File: config.mk
export PLATFORM = sky130hd
export DESIGN_NAME = innings_sequencer
export DESIGN_NICKNAME = d
export VERILOG_FILES = /design/src/rtl/innings_sequencer.sv
export SDC_FILE = /design/constraint.sdc
export NUM_CORES = 1
export LEC_CHECK = 0
export CORE_MARGIN = 3
export CORE_UTILIZATION = 40
export CTS_BUF_LIST = sky130_fd_sc_hd__clkbuf_16
export DETAILED_ROUTE_END_ITERATION = 10
export GPL_TIMING_DRIVEN = 0
export SYNTH_ARGS = -nofsm -noshare
export SYNTH_HDL_FRONTEND = slang
export SYNTH_SLANG_ARGS = --single-unit
File: constraint.sdc
create_clock -name clock -period 9.2 [get_ports clock]
set_input_delay 1.84 -clock clock [delete_from_list [all_inputs] [get_ports clock]]
set_output_delay 1.84 -clock clock [all_outputs]
set_load 0.01 [all_outputs]
File: src/rtl/innings_sequencer.sv
// Cricket match controller: sequences each delivery, tallies runs one pulse at a time, tracks overs/innings and the winner.
// Optional build macro STRIKE_EARLY_MISS_EN: a strike in FLIGHT turns the delivery into a dot ball.
module innings_sequencer #(
    parameter int BALLS_PER_OVER = 6,
    parameter int MAX_OVERS      = 5,
    parameter int STRIKE_WINDOW  = 50,
    parameter int TALLY_GAP      = 4
) (
    input  logic       clock,
    input  logic       reset,
    input  logic       start,
    input  logic       strike,
    input  logic       ball_arrived,
    input  logic [2:0] zone,
    output logic       launch,
    output logic       run_pulse,
    output logic       innings,
    output logic [3:0] ball,
    output logic [3:0] over,
    output logic [8:0] score_a,
    output logic [8:0] score_b,
    output logic [1:0] winner,
    output logic       game_over,
    output logic [2:0] state
);
    localparam int TW = (STRIKE_WINDOW > 1) ? $clog2(STRIKE_WINDOW) : 1;
    localparam int GW = (TALLY_GAP > 1) ? $clog2(TALLY_GAP) : 1;

    typedef enum logic [2:0] {
        S_IDLE   = 3'd0,
        S_BOWL   = 3'd1,
        S_FLIGHT = 3'd2,
        S_WINDOW = 3'd3,
        S_TALLY  = 3'd4,
        S_NEXT   = 3'd5,
        S_BREAK  = 3'd6,
        S_DONE   = 3'd7
    } state_t;

    state_t          state_q, state_d;
    logic            strike_q;
    logic [TW-1:0]   timer_q, timer_d;
    logic [GW-1:0]   gap_q, gap_d;
    logic [2:0]      pending_q, pending_d;
    logic            out_q, out_d;
    logic [3:0]      ball_q, ball_d;
    logic [3:0]      over_q, over_d;
    logic            innings_q, innings_d;
    logic [8:0]      score_a_q, score_a_d;
    logic [8:0]      score_b_q, score_b_d;
    logic [1:0]      winner_q, winner_d;
    logic            strike_edge;
    logic            end_innings;
    logic [8:0]      bat_score;
    logic [8:0]      bat_inc;
    logic [3:0]      ball_inc;
    logic [3:0]      over_inc;
`ifdef STRIKE_EARLY_MISS_EN
    logic            early_q, early_d;
`endif

    // Zone codes 3 and 5 are unused by the detector and score nothing.
    function automatic logic [2:0] zone_runs(input logic [2:0] z);
        case (z)
            3'd1:    zone_runs = 3'd1;
            3'd2:    zone_runs = 3'd2;
            3'd4:    zone_runs = 3'd4;
            3'd6:    zone_runs = 3'd6;
            default: zone_runs = 3'd0;
        endcase
    endfunction

    always_comb begin
        strike_edge = strike & ~strike_q;
        bat_score   = innings_q ? score_b_q : score_a_q;
        bat_inc     = (bat_score == 9'h1FF) ? bat_score : bat_score + 9'd1;
        ball_inc    = ball_q + 4'd1;
        over_inc    = over_q + 4'd1;

        state_d     = state_q;
        timer_d     = timer_q;
        gap_d       = gap_q;
        pending_d   = pending_q;
        out_d       = out_q;
        ball_d      = ball_q;
        over_d      = over_q;
        innings_d   = innings_q;
        score_a_d   = score_a_q;
        score_b_d   = score_b_q;
        winner_d    = winner_q;
        run_pulse   = 1'b0;
        end_innings = 1'b0;
`ifdef STRIKE_EARLY_MISS_EN
        early_d     = early_q;
`endif

        case (state_q)
            S_IDLE: begin
                if (start) state_d = S_BOWL;
            end
            S_BOWL: begin
                state_d = S_FLIGHT;
            end
            S_FLIGHT: begin
`ifdef STRIKE_EARLY_MISS_EN
                if (strike_edge) early_d = 1'b1;
                if (ball_arrived) begin
                    early_d = 1'b0;
                    if (early_q) begin
                        state_d = S_NEXT;
                    end else begin
                        timer_d = TW'(STRIKE_WINDOW - 1);
                        state_d = S_WINDOW;
                    end
                end
`else
                if (ball_arrived) begin
                    timer_d = TW'(STRIKE_WINDOW - 1);
                    state_d = S_WINDOW;
                end
`endif
            end
            S_WINDOW: begin
                // Edge wins over timeout so a strike on the last window cycle still counts.
                if (strike_edge) begin
                    pending_d = zone_runs(zone);
                    out_d     = (zone == 3'd7);
                    gap_d     = '0;
                    state_d   = S_TALLY;
                end else if (timer_q == '0) begin
                    state_d = S_NEXT;
                end else begin
                    timer_d = timer_q - TW'(1);
                end
            end
            S_TALLY: begin
                if (out_q) begin
                    end_innings = 1'b1;
                end else if (pending_q == 3'd0) begin
                    state_d = S_NEXT;
                end else if (gap_q == '0) begin
                    run_pulse = 1'b1;
                    pending_d = pending_q - 3'd1;
                    gap_d     = GW'(TALLY_GAP - 1);
                    if (innings_q) score_b_d = bat_inc;
                    else           score_a_d = bat_inc;
                    // Chase won: leftover runs are dropped.
                    if (innings_q && (bat_inc > score_a_q)) state_d = S_DONE;
                    else if (pending_q == 3'd1)             state_d = S_NEXT;
                end else begin
                    gap_d = gap_q - GW'(1);
                end
            end
            S_NEXT: begin
                if (ball_inc == 4'(BALLS_PER_OVER)) begin
                    ball_d = 4'd0;
                    over_d = over_inc;
                    if (over_inc == 4'(MAX_OVERS)) end_innings = 1'b1;
                    else                           state_d     = S_BOWL;
                end else begin
                    ball_d  = ball_inc;
                    state_d = S_BOWL;
                end
            end
            S_BREAK: begin
                if (start) state_d = S_BOWL;
            end
            S_DONE: begin
                state_d = S_DONE;
            end
            default: state_d = S_IDLE;
        endcase

        if (end_innings) begin
            if (!innings_q) begin
                ball_d    = 4'd0;
                over_d    = 4'd0;
                innings_d = 1'b1;
                state_d   = S_BREAK;
            end else begin
                state_d = S_DONE;
            end
        end

        // Winner is frozen on DONE entry using the final totals, including a last chase run.
        if ((state_d == S_DONE) && (state_q != S_DONE)) begin
            if (score_a_d > score_b_d)      winner_d = 2'b01;
            else if (score_b_d > score_a_d) winner_d = 2'b10;
            else                            winner_d = 2'b11;
        end
    end

    always_ff @(posedge clock) begin
        if (reset) begin
            state_q   <= S_IDLE;
            strike_q  <= 1'b0;
            timer_q   <= '0;
            gap_q     <= '0;
            pending_q <= 3'd0;
            out_q     <= 1'b0;
            ball_q    <= 4'd0;
            over_q    <= 4'd0;
            innings_q <= 1'b0;
            score_a_q <= 9'd0;
            score_b_q <= 9'd0;
            winner_q  <= 2'b00;
`ifdef STRIKE_EARLY_MISS_EN
            early_q   <= 1'b0;
`endif
        end else begin
            state_q   <= state_d;
            strike_q  <= strike;
            timer_q   <= timer_d;
            gap_q     <= gap_d;
            pending_q <= pending_d;
            out_q     <= out_d;
            ball_q    <= ball_d;
            over_q    <= over_d;
            innings_q <= innings_d;
            score_a_q <= score_a_d;
            score_b_q <= score_b_d;
            winner_q  <= winner_d;
`ifdef STRIKE_EARLY_MISS_EN
            early_q   <= early_d;
`endif
        end
    end

    assign launch    = (state_q == S_BOWL);
    assign innings   = innings_q;
    assign ball      = ball_q;
    assign over      = over_q;
    assign score_a   = score_a_q;
    assign score_b   = score_b_q;
    assign winner    = winner_q;
    assign game_over = (state_q == S_DONE);
    assign state     = state_q;

endmodule
# After elaboration in Yosys (flattened, before gate mapping)
# Cells that the tools add are included.
[totals]
reg_bits = 45
in_bits = 8
out_inout_bits = 35
elab_cells = 120
[classes]
n_addsub = 6
n_lt_le_gt_ge = 3
n_eq_ne = 25
n_mux = 59
bitwise = 2
reduce_logical = 13
[op_table]
columns = ["operator", "n"]
rows = [
  ["$mux 9", 12],
  ["$mux 3", 16],
  ["$mux 4", 8],
  ["$gt 9x9->1", 3],
  ["$eq 3x3->1 const B", 8],
  ["$pmux 3 s7", 1],
  ["$mux 6", 3],
  ["$ne 2x2->1 const B", 7],
  ["$pmux 3 s4", 1],
  ["$pmux 6 s2", 1],
  ["$mux 2", 5],
  ["$add 9x1->9 const B", 1],
  ["$eq 3x1->1 const B", 3],
  ["$eq 3x2->1 const B", 3],
  ["$eq 9x9->1 const B", 1],
  ["$mux 1", 9],
  ["$add 4x1->4 const B", 2],
  ["$eq 4x3->1 const B", 2],
  ["$reduce_and 4->1", 2],
  ["$logic_not 3->1", 2],
  ["$logic_not 6->1", 1],
  ["$pmux 3 s2", 1],
  ["$sub 6x1->6 const B", 1],
  ["$reduce_and 5->1", 1],
  ["other kinds (12)", 14],
]

# Longest topological paths before layout
# Gate-level depths: netlist of the first run.
[depth]
depth_word = 13
ltp_mapped = 18
depth_no_buf = 17

# Least setup slack after synthesis of the first run
# Ideal clock, no wire load.
[synth_path]
path_kind = "register to register"
startpoint = "register innings_q, in the netlist innings"
endpoint = "register winner_q[0], in the netlist winner[0]"
setup_ns = 0.116
arrival_time_ns = 3.712
required_time_ns = 9.084
setup_slack_ns = 5.372
stages_incl_launch_ff = 19
synth_period_minus_slack_ns = 3.828
cell_sequence = "dfxtp_1 buf_4 mux2_2 ha_1 inv_1 a221oi_4 nand2_2 and3_1 nand2_1 xor2_1 mux2i_1 ha_1 nand4_1 nor2_1 a2111o_1 o21ai_0 o221ai_2 or4b_1 o211a_1"
[synth_via]
elab_chain_cells = 13
[synth_rtl]
columns = ["element", "line_no", "source"]
rows = [
  ["start: declaration", "48", "logic innings_q, innings_d;"],
  ["start signal: assignment", "219", "innings_q <= innings_d;"],
  ["$mux 9", "75", "bat_score = innings_q ? score_b_q : score_a_q;"],
  ["$add 9x1->9 / $eq 9x9->1 (equally long branches)", "76", "bat_inc = (bat_score == 9'h1FF) ? bat_score : bat_score + 9'd1;"],
  ["$mux 9", "76", ""],
  ["$gt 9x9->1", "148", "if (innings_q && (bat_inc > score_a_q)) state_d = S_DONE;"],
  ["$logic_and 1x1->1", "148", ""],
  ["$mux 3", "148", ""],
  ["$mux 3", "141", "end else if (gap_q == '0) begin"],
  ["$mux 3", "139", "end else if (pending_q == 3'd0) begin"],
  ["$mux 3", "137", "if (out_q) begin"],
  ["$pmux 3 s7", "97", "case (state_q)"],
  ["$mux 3", "174", "if (end_innings) begin"],
  ["$eq 3x3->1", "186", "if ((state_d == S_DONE) && (state_q != S_DONE)) begin"],
  ["$logic_and 1x1->1", "186", ""],
  ["end signal: assignment", "222", "winner_q <= winner_d;"],
  ["end: declaration", "51", "logic [1:0] winner_q, winner_d;"],
]
# Several ways; a longest one is shown, not always the timed one.
# A chain may end at the register's enable or synchronous reset.

# Worst setup path after layout of the first run
# Ends and elaborated chain as after synthesis.

==> run_results.csv, run 1 <==
group,metric,value,unit
sta,max_freq,221,MHz
clock_tree,ctsHoldBuffers,0,
placed_design,portBuffers,41,
finish,stdcell_area,0.00376,mm²
placed_design,hpwl,5.61,mm
hold_path,hold_path.class,"reg -> reg",
finish,final_cell_mix,"45 x dfxtp_1, 41 x clkdlybuf4s50_1, 34 x nor2_1",
pwr,powerDensity,140,mW/mm²
floorplan,core_area,0.00733,mm²
clock_tree,cts_resized,0,
pwr,peakVddDrop,0.0000833,V
global_route,grt.total_usage,17.6,%
sta,rsz0062_at_grt,"false",
critical_path,crit_path_end_kind,"flip-flop",
logic_synthesis,async_reset_ff_share,0,%
global_route,grt_max_degree,14,
sta,slew_viol_final,0,
floorplan,die_x,93.5,µm
finish,area_growth,22.7,%
logic_synthesis,synth_cell_types,59,
clock_tree,cts_buffer_depth,2,
pwr,power,0.525,mW
floorplan,die_y,93.5,µm
logic_synthesis,ys_seq_area_share,29.4,%
global_route,overflow,0,
logic_synthesis,synth_enable_flop_cells,0,
sta,tns,0,ns
floorplan,rows,31,
clock_tree,htreeDepth,2,
clock_tree,cts_tree,"built",
placed_design,gp_congestion,0.848,
critical_path,setup.worst_path.start_class,"flip-flop",
sta,clock_skew,0.00595,ns
finish,drive_above_1_share,8.60,%
run,drv_cap,0,
critical_path,arrival,4.71,ns
route,antenna_left,0,
logic_synthesis,syn_area,0.00306,mm²
route,vias_per_cell,5.27,
global_route,grt_pass1_vias,2482,
route,drc,0,
route,drt_pass1_iterations,4,
route,drtIter0Drc,161,
sta,whs,0.462,ns
finish,fin_nets,444,
route,wl_per_cell,14.6,µm
global_route,grt_pass1_wl,12.3,mm
floorplan,start_util,41.8,%
outcome,status,"finished, final reports clean",
sta,min_period_over_period,49.2,%
pwr,p_leak,1.46,nW
critical_path,cp_max_fo,10,
global_route,antenna_found_initial,0,
sta,layout_min_cycle_time,4.53,ns
finish,fill_cells,695,
sta,tightest_slew,0.846,ns
logic_synthesis,synth_seq_cells,45,
logic_synthesis,syn-num-nets,396,
logic_synthesis,syn-mean-instance-area,8.54,µm²
route,vias,2665,
clock_tree,cts_root_buffer,"clkbuf_16",
clock_tree,post_cts_buffers,0,
sta,hold_viol_final,0,
clock_tree,cts_buffers,5,
sta,setup_viol,0,
clock_tree,path_clk_slew,0.07,ns
placed_design,placed_area,0.00360,mm²
sta,slew_headroom,42.1,%
logic_synthesis,synth-main-ff-cell,"dfxtp_1",
finish,final_common_cell,"dfxtp_1",
clock_tree,clk_latency,0.29,ns
finish,diodes,0,
critical_path,path_class,"reg -> reg",
logic_synthesis,ys_warn_count,0,
critical_path,required,9.38,ns
logic_synthesis,synthCells,359,
route,drt-total-wl,7.40,mm
clock_tree,cts.sinks,45,
floorplan,pin_count,43,
floorplan,dieArea,0.00875,mm²
## area by class of cell
cell class | count | area, µm² | area share (%)
buffer | 12 | 83.8 | 2.23
clock buffer | 5 | 125 | 3.33
clock inverter | 2 | 35.0 | 0.932
inverter | 24 | 90.1 | 2.40
multi-input combinational | 278 | 1990 | 52.9
sequential | 45 | 901 | 24.0
tap | 99 | 124 | 3.30
timing repair buffer | 41 | 410 | 10.9
## worst paths after layout
path / from / to / cells past startpoint / slack (ns)
worst max-delay path: innings$_SDFFE_PP0P_ / winner[0]$_SDFFE_PP0P_ / 18 / 4.67
worst min-delay path: gap_q[1]$_SDFFE_PP0P_ / gap_q[1]$_SDFFE_PP0P_ / 2 / 0.46
worst max register to register: innings$_SDFFE_PP0P_ / winner[0]$_SDFFE_PP0P_ / 18 / 4.67
worst min register to register: gap_q[1]$_SDFFE_PP0P_ / gap_q[1]$_SDFFE_PP0P_ / 2 / 0.46
## state kept, by name (all words and copies together), names as in the netlist
signal / flops
score_a: 9
score_b: 9
timer_q: 6
ball: 4
over: 4
pending_q: 3
state: 3
gap_q: 2
winner: 2
innings: 1
out_q: 1
strike_q: 1
## synth_stat cells, types with 2 or more instances
library cell	number	area (µm²)
a2111oi_0	2	17.5
a211oi_1	3	22.5
a21o_1	3	22.5
a21oi_1	25	125
a31oi_1	2	12.5
and2_1	11	68.8
and3_1	6	37.5
buf_6	4	45.0
clkbuf_1	5	18.8
dfxtp_1	45	901
ha_1	29	363
inv_1	24	90.1
mux2_2	10	113
mux2i_1	12	120
nand2_1	23	86.3
nand2_2	2	12.5
nand2b_1	3	18.8
nand3_1	11	55.1
nand3b_1	7	52.6
nand4_1	6	37.5
nor2_1	34	128
nor2b_1	12	75.1
nor3_1	8	40.0
o211a_1	2	20.0
o21a_1	2	15.0
o21ai_0	12	60.1
o21ai_1	2	10.0
o21bai_1	2	15.0
o22ai_1	2	12.5
or3_1	4	25.0
or4b_1	2	20.0
xnor2_1	9	78.8
xor2_1	9	78.8
## routing by layer
| metal | vias to the layer above | track usage (%) | wire, µm |
|---|---|---|---|
| met5 | - | 0 | 0 |
| met4 | 0 | 4.64 | 96 |
| met3 | 8 | 2.90 | 248 |
| met2 | 44 | 26.1 | 3170 |
| met1 | 1252 | 26.1 | 3890 |
| li1 | 1361 | - | - |
## through the flow
stage	cells	setup WS (ns)	utilization, %
after global routing	506	4.27	51.3
final	506	4.67	51.3
after floorplan	359	5.37	-
after detailed placement	499	4.82	49.1
after CTS	506	4.74	51.3
after global placement	499	4.87	49.1
## power breakdown
part           switching [mW]  leakage (nW)  internal [mW]
registers             0.00858         0.363          0.203
logic                  0.0582          1.02         0.0518
clock network          0.0765        0.0797          0.126
## cell families (layout without fill, tap and decap cells)
| group | count (synthesis) | in the layout | share of synthesized area, % |
|---|---|---|---|
| muxes | 22 | 22 | 7.60 |
| adders and majority gates | 29 | 29 | 11.8 |
| DFF | 45 | 45 | 29.4 |
| and+or+nand+nor | 138 | 138 | 24.1 |
| xor gates and xnor gates | 18 | 18 | 5.15 |
| buffers and inverters | 36 | 84 | 5.68 |
| AOI/OAI and AO/OA | 71 | 71 | 16.3 |
## critical path: stages (launching register included)
cell and delay, ns:
dfxtp_1 0.40, buf_4 0.22, mux2_2 0.22, ha_1 0.19, inv_1 0.07, a221oi_4 0.32, nand2_2 0.23, and3_1 0.30
nand2_1 0.11, xor2_1 0.14, mux2i_1 0.09, ha_1 0.31, a21oi_1 0.12, o21ai_0 0.15, a2111oi_0 0.82, o21ai_0 0.27
o221ai_2 0.14, nor2_1 0.10, o211a_1 0.21
Power figures use the tool's default switching activity.
==> run 2, diff against run 1 <==
clock period = 3.8 ns   (was 9.2 ns; I/O delays follow)
==> run_results.csv, run 2 (synthesized netlist as in run 1, its figures left out) <==
group,metric,value,unit
sta,tns,-0.00463,ns
critical_path,cp_max_fo,8,
finish,final_common_cell,"dfxtp_1",
route,wl_per_cell,14.1,µm
finish,fin_nets,452,
sta,setup_slack,-0.00463,ns
pwr,p_leak,1.51,nW
global_route,grt.total_usage,16.8,%
sta,layout_min_cycle_time,3.80,ns
clock_tree,ctsHoldBuffers,0,
floorplan,core_area,0.00733,mm²
route,antenna_left,0,
global_route,grt_pass1_wl,11.7,mm
global_route,grt_pass1_vias,2384,
placed_design,hpwl,5.49,mm
sta,slew_viol_final,0,
sta,slew_headroom,53.9,%
outcome,violations,"setup timing",
critical_path,arrival,3.98,ns
critical_path,crit_path_end_kind,"flip-flop",
route,vias,2672,
outcome,status,"complete, but fails checks",
global_route,grt_max_degree,15,
placed_design,gp_congestion,0.807,
sta,rsz0062_at_grt,"true",
route,drt-total-wl,7.27,mm
clock_tree,cts_tree,"built",
critical_path,r2r-start,"innings$_SDFFE_PP0P_",
critical_path,setup.worst_path.start_class,"flip-flop",
floorplan,die_y,93.5,µm
finish,finalNonFillerCells,515,
sta,hold_viol_final,0,
route,drtIter0Drc,112,
floorplan,pin_count,43,
finish,stdcell_area,0.00389,mm²
critical_path,path_class,"reg -> reg",
route,drt_pass1_iterations,7,
critical_path,reg2reg_slack,-0.005,ns
finish,diodes,0,
floorplan,rows,31,
route,drc,0,
floorplan,start_util,41.8,%
global_route,overflow,0,
placed_design,dp_slack,-0.465,ns
sta,tightest_slew,0.687,ns
sta,setup_viol,1,
clock_tree,cts.sinks,45,
floorplan,die_x,93.5,µm
pwr,power,1.24,mW
placed_design,dp_cells,499,
pwr,peakVddDrop,0.000196,V
clock_tree,clk_latency,0.28,ns
sta,min_period_over_period,100,%
floorplan,dieArea,0.00875,mm²
clock_tree,path_clk_slew,0.07,ns
critical_path,required,3.98,ns
clock_tree,cts_buffers,5,
pwr,powerDensity,319,mW/mm²
critical_path,startpoint,"innings$_SDFFE_PP0P_",
clock_tree,cts_buffer_depth,2,
clock_tree,htreeDepth,2,
route,vias_per_cell,5.19,
run,drv_cap,0,
sta,max_freq,263,MHz
hold_path,hold_path.class,"reg -> reg",
sta,clock_skew,0.00384,ns
global_route,antenna_found_initial,0,
hold_path,hold_start,"gap_q[0]$_SDFFE_PP0P_",
placed_design,placed_area,0.00360,mm²
finish,drive_above_1_share,13.2,%
clock_tree,cts_root_buffer,"clkbuf_16",
finish,area_growth,26.8,%
finish,final_cell_mix,"44 x dfxtp_1, 41 x clkdlybuf4s50_1, 33 x nor2_1",
placed_design,portBuffers,41,
==> run 2: changes by cell type in the layout (fill, tap and decap cells not counted), sizes merged <==
cell | before | now
bufinv | 1 | 0
buf | 6 | 14
inv | 24 | 25
clkinvlp | 0 | 2
clkinv | 1 | 0
==> run 2: cell type report <==
class	count	area (µm²)
inverters	24	90.1
repair buffers	49	470
multi-input cells	278	2060
fillers	705	3440
clock buffers	5	125
clock inverters	3	18.8
well taps	99	124
plain buffers	12	91.3
flip-flops and latches	45	905
==> run 2: path summary, 6_finish.rpt <==
check / end / cells after the start
max: winner[0]$_SDFFE_PP0P_ / 18
min: gap_q[0]$_SDFFE_PP0P_ / 2
max reg2reg: winner[0]$_SDFFE_PP0P_ / 18
min reg2reg: gap_q[0]$_SDFFE_PP0P_ / 2
==> run 2: worst max-delay path: stages (launching register included) <==
cell and delay, ns:
dfxtp_4 0.36, buf_8 0.14, mux2_4 0.24, ha_4 0.15, inv_2 0.04, a221oi_4 0.27
nand2_4 0.09, and3_4 0.19, nand2_2 0.07, xor2_1 0.14, mux2i_1 0.09, ha_1 0.32
nand4_1 0.16, nor3_2 0.29, a2111oi_4 0.07, a21o_1 0.17, o211a_1 0.25, or4b_4 0.52
o211a_1 0.14
==> run 2: power breakdown <==
group / switching (mW) / internal [mW]
Combinational: 0.150 / 0.144
Clock: 0.192 / 0.242
Sequential: 0.0206 / 0.492
==> run 2: per-layer routing <==
layer  up-vias  global-route usage [%]  share of wire (%)
met5         -                       0                  0
met4         0                    4.76               0.51
met3         2                    2.74                4.6
met2        46                    25.3                 44
met1      1240                    24.5                 51
li1       1384                       -                  -
==> run 2: timing repair <==
item	in CTS	in global routing
endpoints found under the setup margin	4	2
gates resized for setup	15	8
pin swaps	4	8
endpoints found under the hold margin	0	0
buffers inserted	3	5
==> run 2: through the flow <==
| step | hold slack, ns | util, % |
|---|---|---|
| floorplan | 0.432 | - |
| global placement | 0.440 | 49.1 |
| detailed placement | 0.454 | 49.1 |
| CTS | 0.464 | 52.1 |
| global route | 0.486 | 53.0 |
| finish | 0.466 | 53.0 |
==> run 3, diff against run 2 <==
CAP_MARGIN = 20   (was default)
CORE_UTILIZATION = 50   (was 40)
PLACE_DENSITY = 0.77   (was default)
==> run_results.csv, run 3 (synthesized netlist as in run 1, its figures left out) <==
group,metric,value,unit
outcome,status,"finished, final reports clean",
sta,slew_viol_final,0,
route,drt_pass1_iterations,4,
route,vias_per_cell,5.67,
clock_tree,cts_tree,"built",
global_route,grt_pass1_vias,2656,
critical_path,critPathTopFamily,"simple AND/OR/NAND/NOR gates",
placed_design,dp_cells,472,
critical_path,arrival,3.91,ns
critical_path,cp_slowest_cell,"or4b_1",
sta,layout_min_cycle_time,3.74,ns
global_route,grt.total_usage,21.0,%
sta,clock_skew,0.00540,ns
clock_tree,cts_buffer_depth,2,
global_route,grt_pass1_wl,12.5,mm
pwr,powerDensity,347,mW/mm²
floorplan,die_x,84.3,µm
route,drc,0,
critical_path,required,3.98,ns
critical_path,critPathMaxStageDelay,0.54,ns
finish,drive_above_1_share,13.7,%
pwr,power,1.35,mW
sta,max_freq,268,MHz
route,wl_per_cell,15.4,µm
critical_path,cp_max_fo,5,
critical_path,setup.worst_path.start_class,"flip-flop",
critical_path,reg2reg_slack,0.06,ns
sta,hold_viol_final,0,
clock_tree,path_clk_slew,0.07,ns
floorplan,die_y,84.3,µm
floorplan,core_area,0.00571,mm²
floorplan,pin_count,43,
clock_tree,cts.sinks,45,
sta,rsz0062_at_grt,"true",
clock_tree,clk_latency,0.28,ns
pwr,p_leak,1.52,nW
sta,setup_viol,0,
sta,tns,0,ns
placed_design,portBuffers,41,
sta,tightest_slew,0.720,ns
route,drtIter0Drc,103,
sta,min_period_over_period,98.4,%
pwr,peakVddDrop,0.000408,V
placed_design,gp_congestion,0.859,
run,drv_cap,0,
floorplan,rows,27,
floorplan,dieArea,0.00710,mm²
critical_path,path_class,"reg -> reg",
floorplan,start_util,53.7,%
finish,fin_nets,452,
finish,finalNonFillerCells,488,
finish,final_common_cell,"dfxtp_1",
hold_path,hold_path.class,"reg -> reg",
route,drt-met1-wl,3.44,mm
clock_tree,htreeDepth,2,
route,wl_met2,3.61,mm
route,antenna_left,0,
critical_path,crit_path_end_kind,"flip-flop",
global_route,antenna_found_initial,0,
global_route,overflow,0,
clock_tree,ctsHoldBuffers,0,
clock_tree,cts_buffers,5,
route,routed.top_layer,"met4",
critical_path,critPathBufInv,3,
critical_path,crit_chain,"buf_6 -> mux2_4 -> ha_4 -> inv_2 -> a221oi_4 -> nand2_2 -> and3_4 -> nand2_2 -> xnor2_1 -> mux2i_1 -> ha_1 -> buf_4 -> nand2_1 -> o21ai_1 -> a2111oi_2 -> a21o_1 -> o211a_1 -> or4b_1 -> o211a_1",
finish,fill_cells,485,
route,dr_wl_met3,400,µm
route,vias,2766,
route,drt-total-wl,7.50,mm
finish,area_growth,26.9,%
finish,final_cell_mix,"44 x dfxtp_1, 41 x clkdlybuf4s50_1, 33 x nor2_1",
sta,slew_headroom,51.7,%
global_route,grt_max_degree,15,
placed_design,hpwl,5.39,mm
clock_tree,cts_root_buffer,"clkbuf_16",
finish,diodes,0,
[run 3: cell types whose count changed in the layout (fill, tap and decap cells not counted), sizes merged]
| cell | before | now |
|---|---|---|
| bufinv | 0 | 2 |
| clkinvlp | 2 | 0 |
| clkinv | 0 | 1 |
| inv | 25 | 24 |
[run 3: final timing paths]
kind                                            start                      to  depth (start not counted)
worst min-delay path            gap_q[0]$_SDFFE_PP0P_   gap_q[0]$_SDFFE_PP0P_                          2
worst min register to register  gap_q[0]$_SDFFE_PP0P_   gap_q[0]$_SDFFE_PP0P_                          2
worst max-delay path             innings$_SDFFE_PP0P_  winner[0]$_SDFFE_PP0P_                         19
worst max register to register   innings$_SDFFE_PP0P_  winner[0]$_SDFFE_PP0P_                         19
[run 3: power breakdown]
group / total [mW] / internal (mW) / switching [mW]
Sequential: 0.513 / 0.492 / 0.0209
Clock: 0.561 / 0.376 / 0.185
Combinational: 0.276 / 0.130 / 0.146
Total: 1.35 / 0.998 / 0.352
[run 3: layout make-up]
cell class	instances	area [µm²]	share of cell area, %
Inverter	24	90.1	2.32
Clock buffer	5	125	3.22
Buffer	12	87.6	2.25
Sequential cell	45	905	23.3
Multi-Input combinational cell	278	2060	52.9
Clock inverter	3	65.1	1.67
Tap cell	72	90.1	2.32
Timing Repair Buffer	49	470	12.1
[run 3: worst min-delay path, stage by stage, from the launching register on]
cell and delay [ns]:
dfxtp_1 0.31, nand2_1 0.05, a21oi_1 0.05
[run 3: layer usage]
metal,track usage (%),vias to the layer above
met5,0,-
met4,4.24,0
met3,4.02,4
met2,34.9,72
met1,28.3,1310
li1,-,1380
[run 3: timing repair]
item                       CTS  global route
pin swaps                    1             8
buffers inserted             4             4
setup endpoints to repair    4             3
gates resized for setup      7            14
[run 3: metrics by stage]
stage / setup WS, ns / hold slack [ns] / utilization, % / instance area, µm²
floorplan: 0.0365 / 0.432 / - / 3060
global placement: -0.322 / 0.440 / 62.4 / 3560
detailed placement: -0.386 / 0.445 / 62.4 / 3560
CTS: 0.0174 / 0.454 / 66.6 / 3800
global route: -0.0852 / 0.499 / 68.1 / 3890
finish: 0.0623 / 0.452 / 68.1 / 3890
